==> src/rtl/apb_rr_pkg.sv <==
// Shared types and default widths for the round-robin APB master.
package apb_rr_pkg;
  typedef enum logic [1:0] {APB_IDLE, APB_SETUP, APB_ACCESS} apb_state_e;

  localparam int DEF_NUM_REQ = 4;
  localparam int DEF_ADDR_W  = 16;
  localparam int DEF_DATA_W  = 16;
  localparam int DEF_TIMEOUT = 16;
endpackage

==> src/rtl/rr_arbiter.sv <==
// Combinational round-robin pick: first set request at or after ptr, wrapping.
module rr_arbiter #(
  parameter int N = 4
) (
  input  logic [N-1:0]         req,
  input  logic [$clog2(N)-1:0] ptr,
  output logic [N-1:0]         grant,
  output logic [$clog2(N)-1:0] grant_idx,
  output logic                 any
);
  localparam int IW = $clog2(N);

  logic [IW:0] j;

  always_comb begin
    grant     = '0;
    grant_idx = '0;
    any       = 1'b0;
    j         = '0;
    for (int i = 0; i < N; i++) begin
      j = {1'b0, ptr} + (IW+1)'(i);
      if (j >= (IW+1)'(N)) j = j - (IW+1)'(N);
      if (!any && req[j[IW-1:0]]) begin
        grant[j[IW-1:0]] = 1'b1;
        grant_idx        = j[IW-1:0];
        any              = 1'b1;
      end
    end
  end
endmodule

==> src/rtl/apb_rr_master.sv <==
// APB master shared by NUM_REQ requesters through a round-robin arbiter.
//   state      | meaning
//   APB_IDLE   | arbitrate; latch winner's command, pulse req_ready
//   APB_SETUP  | PSEL=1, PENABLE=0 for one cycle
//   APB_ACCESS | PSEL=1, PENABLE=1 until PREADY or wait-state timeout
module apb_rr_master
  import apb_rr_pkg::*;
#(
  parameter int NUM_REQ = DEF_NUM_REQ,
  parameter int ADDR_W  = DEF_ADDR_W,
  parameter int DATA_W  = DEF_DATA_W,
  parameter int TIMEOUT = DEF_TIMEOUT
) (
  input  logic                      PCLK,
  input  logic                      PRESET,
  input  logic [NUM_REQ-1:0]        req_valid,
  input  logic [NUM_REQ-1:0]        req_write,
  input  logic [NUM_REQ*ADDR_W-1:0] req_addr,
  input  logic [NUM_REQ*DATA_W-1:0] req_wdata,
  output logic [NUM_REQ-1:0]        req_ready,
  output logic [NUM_REQ-1:0]        rsp_valid,
  output logic [DATA_W-1:0]         rsp_rdata,
  output logic                      rsp_error,
  output logic                      PSEL,
  output logic                      PENABLE,
  output logic                      PWRITE,
  output logic [ADDR_W-1:0]         PADDR,
  output logic [DATA_W-1:0]         PWDATA,
  input  logic [DATA_W-1:0]         PRDATA,
  input  logic                      PREADY,
  input  logic                      PERROR
);
  localparam int IW = $clog2(NUM_REQ);
  localparam int CW = $clog2(TIMEOUT + 1);

  apb_state_e          state_q, state_d;
  logic [IW-1:0]       ptr_q, ptr_d, owner_q, owner_d;
  logic [CW-1:0]       cnt_q, cnt_d, cnt_inc;
  logic [NUM_REQ-1:0]  req_ready_q, req_ready_d, rsp_valid_q, rsp_valid_d;
  logic [DATA_W-1:0]   rsp_rdata_q, rsp_rdata_d, pwdata_q, pwdata_d;
  logic [ADDR_W-1:0]   paddr_q, paddr_d;
  logic                rsp_error_q, rsp_error_d, psel_q, psel_d;
  logic                penable_q, penable_d, pwrite_q, pwrite_d;

  logic [NUM_REQ-1:0]  arb_grant;
  logic [IW-1:0]       arb_idx;
  logic                arb_any;

  rr_arbiter #(.N(NUM_REQ)) u_arb (
    .req       (req_valid),
    .ptr       (ptr_q),
    .grant     (arb_grant),
    .grant_idx (arb_idx),
    .any       (arb_any)
  );

  always_comb begin
    state_d     = state_q;
    ptr_d       = ptr_q;
    owner_d     = owner_q;
    cnt_d       = cnt_q;
    cnt_inc     = cnt_q + CW'(1);
    pwrite_d    = pwrite_q;
    paddr_d     = paddr_q;
    pwdata_d    = pwdata_q;
    psel_d      = psel_q;
    penable_d   = penable_q;
    req_ready_d = '0;
    rsp_valid_d = '0;
    rsp_rdata_d = '0;
    rsp_error_d = 1'b0;
    case (state_q)
      APB_IDLE: begin
        if (arb_any) begin
          req_ready_d = arb_grant;
          owner_d     = arb_idx;
          pwrite_d    = req_write[arb_idx];
          paddr_d     = req_addr[int'(arb_idx)*ADDR_W +: ADDR_W];
          pwdata_d    = req_wdata[int'(arb_idx)*DATA_W +: DATA_W];
          ptr_d       = (arb_idx == IW'(NUM_REQ - 1)) ? '0 : arb_idx + IW'(1);
          psel_d      = 1'b1;
          penable_d   = 1'b0;
          state_d     = APB_SETUP;
        end
      end
      APB_SETUP: begin
        penable_d = 1'b1;
        cnt_d     = '0;
        state_d   = APB_ACCESS;
      end
      APB_ACCESS: begin
        // PREADY is checked first so a ready on the last allowed cycle completes normally.
        if (PREADY || cnt_inc == CW'(TIMEOUT)) begin
          psel_d               = 1'b0;
          penable_d            = 1'b0;
          rsp_valid_d[owner_q] = 1'b1;
          state_d              = APB_IDLE;
          if (PREADY) begin
            rsp_rdata_d = pwrite_q ? '0 : PRDATA;
            rsp_error_d = PERROR;
          end else begin
            rsp_error_d = 1'b1;
            cnt_d       = cnt_inc;
          end
        end else begin
          cnt_d = cnt_inc;
        end
      end
      default: begin
        psel_d    = 1'b0;
        penable_d = 1'b0;
        state_d   = APB_IDLE;
      end
    endcase
  end

  always_ff @(posedge PCLK or posedge PRESET) begin
    if (PRESET) begin
      state_q     <= APB_IDLE;
      ptr_q       <= '0;
      owner_q     <= '0;
      cnt_q       <= '0;
      pwrite_q    <= 1'b0;
      paddr_q     <= '0;
      pwdata_q    <= '0;
      psel_q      <= 1'b0;
      penable_q   <= 1'b0;
      req_ready_q <= '0;
      rsp_valid_q <= '0;
      rsp_rdata_q <= '0;
      rsp_error_q <= 1'b0;
    end else begin
      state_q     <= state_d;
      ptr_q       <= ptr_d;
      owner_q     <= owner_d;
      cnt_q       <= cnt_d;
      pwrite_q    <= pwrite_d;
      paddr_q     <= paddr_d;
      pwdata_q    <= pwdata_d;
      psel_q      <= psel_d;
      penable_q   <= penable_d;
      req_ready_q <= req_ready_d;
      rsp_valid_q <= rsp_valid_d;
      rsp_rdata_q <= rsp_rdata_d;
      rsp_error_q <= rsp_error_d;
    end
  end

  assign req_ready = req_ready_q;
  assign rsp_valid = rsp_valid_q;
  assign rsp_rdata = rsp_rdata_q;
  assign rsp_error = rsp_error_q;
  assign PSEL      = psel_q;
  assign PENABLE   = penable_q;
  assign PWRITE    = pwrite_q;
  assign PADDR     = paddr_q;
  assign PWDATA    = pwdata_q;
endmodule

==> config.mk <==
export PLATFORM = sky130hd
export DESIGN_NAME = apb_rr_master
export DESIGN_NICKNAME = d
export VERILOG_FILES = /design/src/rtl/apb_rr_pkg.sv /design/src/rtl/rr_arbiter.sv /design/src/rtl/apb_rr_master.sv
export SDC_FILE = /design/constraint.sdc
export NUM_CORES = 1
export LEC_CHECK = 0
export BUFFER_PORTS_ARGS = -buffer_cell sky130_fd_sc_hd__clkbuf_2
export CAP_MARGIN = 30
export CORE_MARGIN = 8
export CORE_UTILIZATION = 40
export CTS_CLUSTER_DIAMETER = 30
export DETAILED_ROUTE_END_ITERATION = 12
export GPL_TIMING_DRIVEN = 0
export PLACE_DENSITY = 0.67
export SETUP_SLACK_MARGIN = 0.2
export SYNTH_ARGS = -nofsm -noshare
export SYNTH_HDL_FRONTEND = slang
export SYNTH_SLANG_ARGS = --single-unit
export TNS_END_PERCENT = 10
==> constraint.sdc <==
create_clock -name PCLK -period 6.6 [get_ports PCLK]
set_input_delay 0.66 -clock PCLK [delete_from_list [all_inputs] [get_ports PCLK]]
set_output_delay 0.66 -clock PCLK [all_outputs]
set_load 0.02 [all_outputs]
==> flow_metrics.py <==
metrics = {
    "sta": {
        "finalSetupTns_ps": 0,
        "fmax_mhz": 272,
        "setup_viol": 0,
        "fin_crit_sh": 0.556,
        "worst_pin_slew_ps": 934,
        "rsz0062_at_grt": "no",
        "period_minus_slack_ps": 3670,
        "final-hold-violation-count": 0,
        "timing.hold.ws_ps": 465,
        "drv_slew": 0,
        "timing.slew.headroom": 0.369,
        "clock_skew_ps": 6.75,
    },
    "clock_tree": {
        "worstSkewPairLatency_ps": 330,
        "htree_levels": 3,
        "cts.sinks": 70,
        "cts_tree": "done",
        "post_cts_resize_count": 0,
        "cts_buffer_depth": 2,
        "cts-root-buf": "clkbuf_16",
        "hold_buffers": 0,
        "cts_setup_buffers": 0,
        "path_clk_slew_ps": 60,
        "numCtsBuffers": 9,
    },
    "worst_hold_path": {
        "hold_path_class": "flop to flop",
        "hold_depth": 1,
        "min_from": "owner_q[1]",
        "hold_end": "rsp_valid[1]",
    },
    "die": {
        "dieArea_mm2": 0.0150,
        "die_h_um": 123,
        "fp-row-count": 39,
        "die_w_um": 123,
        "core_area_mm2": 0.0112,
        "floorplan.initialDensity": 0.404,
        "num_io_pins": 216,
    },
    "finish": {
        "regArea_mm2": 0.00175,
        "final_core_util": 0.546,
        "fin_nets": 842,
        "fillers": 1034,
        "final_cells": 825,
        "area_growth_pct": 34.9,
        "multi_input_area_mm2": 0.00255,
        "antenna_cells": 0,
        "drive_gt1_frac": 0.421,
        "finish.instance_area_mm2": 0.00612,
    },
    "routing": {
        "vias_per_cell": 5.62,
        "drc": 0,
        "drt_iter0_drc": 397,
        "dr_total_vias": 4638,
        "antenna_left": 0,
        "drt-total-wl_mm": 15.8,
        "first_pass_iters": 5,
        "wl_per_cell_um": 19.2,
    },
    "critical_path": {
        "crit_fanout": 10,
        "worstSetupPathType": "flop to flop",
        "worstPathArrival_ps": 3930,
        "reg2regPathDepth": 10,
        "r2r-end": "PWDATA[4]",
        "crit_required_ps": 6860,
        "reg2reg_slack_ps": 2930,
        "regToRegStartpoint": "ptr_q[0]",
        "worstSetupStartpointType": "flop",
        "worst_setup_path_end_kind": "flop",
    },
    "global_route": {
        "grt_max_degree": 71,
        "gr-usage-all-layers": 0.207,
        "overflow": 0,
        "grt_pass1_wl_mm": 24.8,
        "antenna_found_initial": 0,
        "grt_pass1_vias": 4999,
    },
    "place": {
        "gp_congestion": 0.875,
        "port_buffers": 214,
        "dp_cells": 809,
        "detailedPlacementHpwl_mm": 12.1,
        "place_area_mm2": 0.00579,
    },
    "power": {
        "irDropWorstVdd_uv": 213,
        "powerDensity_mw_per_mm2": 501,
        "leakage_nw": 2.97,
    },
    "logic_synthesis": {
        "synthDistinctLibCells": 48,
        "synth_seq_cells": 70,
        "syn_inst": 452,
        "synth_warnings": 0,
        "synth_nets": 617,
        "ys.flop_type": "dfrtp_1",
        "synth_edf_count": 0,
        "netlist_area_mm2": 0.00454,
        "ys_seq_area_frac": 0.386,
        "async_flop_share": 1.00,
        "syn_area_per_cell_um2": 10.0,
    },
    "run_status": {
        "status": "completed",
    },
    "run": {
        "cap_violations": 0,
    },
}
## metrics by stage
stage | power [W] | setup slack, ps
6_report | 0.00307 | 2930
5_1_grt | 0.00327 | 2650
4_1_cts | 0.00308 | 2950
3_5_place_dp | 0.00253 | 2980
3_3_place_gp | 0.00248 | 3030
2_1_floorplan | 0.00200 | 3620
## layout by cell type, fill, tap and decap left out, types with 6 or more instances in the layout
| master | n |
|---|---|
| o22ai_1 | 33 |
| clkbuf_2 | 214 |
| nor3_1 | 42 |
| o21ai_0 | 6 |
| mux2_4 | 29 |
| dfrtp_1 | 70 |
| inv_1 | 7 |
| buf_2 | 9 |
| clkbuf_16 | 9 |
| ha_1 | 9 |
| and2_1 | 18 |
| mux2_2 | 9 |
| nand2_1 | 8 |
| nor2_1 | 43 |
| a2111oi_0 | 34 |
| a21oi_1 | 13 |
| a221o_1 | 33 |
| clkbuf_1 | 31 |
## synthesized netlist by cell type, types with 2 or more instances
master | n | area [um2]
dfrtp_1 | 70 | 1750
nor2_1 | 43 | 161
nor3_1 | 42 | 210
a2111oi_0 | 34 | 298
a221o_1 | 33 | 330
o22ai_1 | 33 | 206
clkbuf_1 | 31 | 116
mux2_4 | 29 | 435
and2_1 | 18 | 113
a21oi_1 | 13 | 65.1
buf_2 | 9 | 45.0
ha_1 | 9 | 113
mux2_2 | 9 | 101
inv_1 | 8 | 30.0
nand2_1 | 8 | 30.0
o21ai_0 | 6 | 30.0
mux2i_1 | 5 | 50.1
a22o_1 | 4 | 35.0
a22oi_1 | 4 | 30.0
buf_1 | 3 | 11.3
buf_6 | 3 | 33.8
nand2b_1 | 3 | 18.8
o211ai_1 | 3 | 22.5
o21ai_1 | 3 | 15.0
a211o_1 | 2 | 17.5
and3b_1 | 2 | 17.5
mux4_2 | 2 | 45.0
nand3b_1 | 2 | 15.0
nand4b_1 | 2 | 17.5
## kinds of logic after synthesis
kind of cell               after synthesis  share of synthesized area
AOI/OAI and AO/OA                      146                      0.256
xor gates and xnor gates                 1                    0.00193
adders and majority gates                9                     0.0248
buffers and inverters                   55                     0.0529
DFF                                     70                      0.386
muxes                                   45                      0.139
and+or+nand+nor                        126                      0.139
## critical path: stages, from the launching register on
cell,delay [ps]
dfrtp_1,500
buf_2,320
inv_1,180
ha_1,310
buf_2,170
mux2_2,350
o21ai_1,450
clkbuf_1,440
o22ai_1,180
a2111oi_0,510
a221o_1,180
## worst max path at each step
stage                     slack [ps]  startpoint         end
final                           2930    ptr_q[0]   PWDATA[4]
after global routing            2650    ptr_q[0]    PADDR[9]
after CTS                       2950    ptr_q[0]   PWDATA[9]
after detailed placement        2980    ptr_q[0]  PWDATA[15]
after global placement          3030    ptr_q[0]    PADDR[9]
after floorplan                 3620    ptr_q[0]   PWDATA[8]
## per-layer routing
| layer | up-vias | part of all wire | track usage | routed length [um] |
|---|---|---|---|---|
| li1 | 2216 | - | - | - |
| met5 | - | 0 | 0 | 0 |
| met1 | 2199 | 0.42 | 0.253 | 6720 |
| met3 | 17 | 0.089 | 0.0736 | 1400 |
| met4 | 0 | 0.012 | 0.0609 | 195 |
| met2 | 206 | 0.47 | 0.337 | 7510 |
## registers in the layout, summed over array words and instances (netlist names)
signal	count
PWRITE	1
PSEL	1
cnt_q	5
rsp_rdata	16
owner_q	2
state_q	2
PADDR	16
PWDATA	16
ptr_q	2
rsp_valid	4
rsp_error	1
req_ready	4
## cell type report
type	count	share of cell area
Buffer	46	0.0337
Tap cell	143	0.0292
Sequential cell	70	0.286
Multi-Input combinational cell	327	0.416
Clock inverter	6	0.0153
Clock buffer	10	0.0390
Inverter	9	0.00593
Timing Repair Buffer	214	0.175
## power breakdown
| group | total (W) | internal (W) | switching (W) |
|---|---|---|---|
| Combinational | 0.00183 | 0.000756 | 0.00107 |
| Clock | 0.000540 | 0.000344 | 0.000196 |
| Sequential | 0.000702 | 0.000593 | 0.000110 |
No activity file was read; power rests on OpenSTA's default activity.
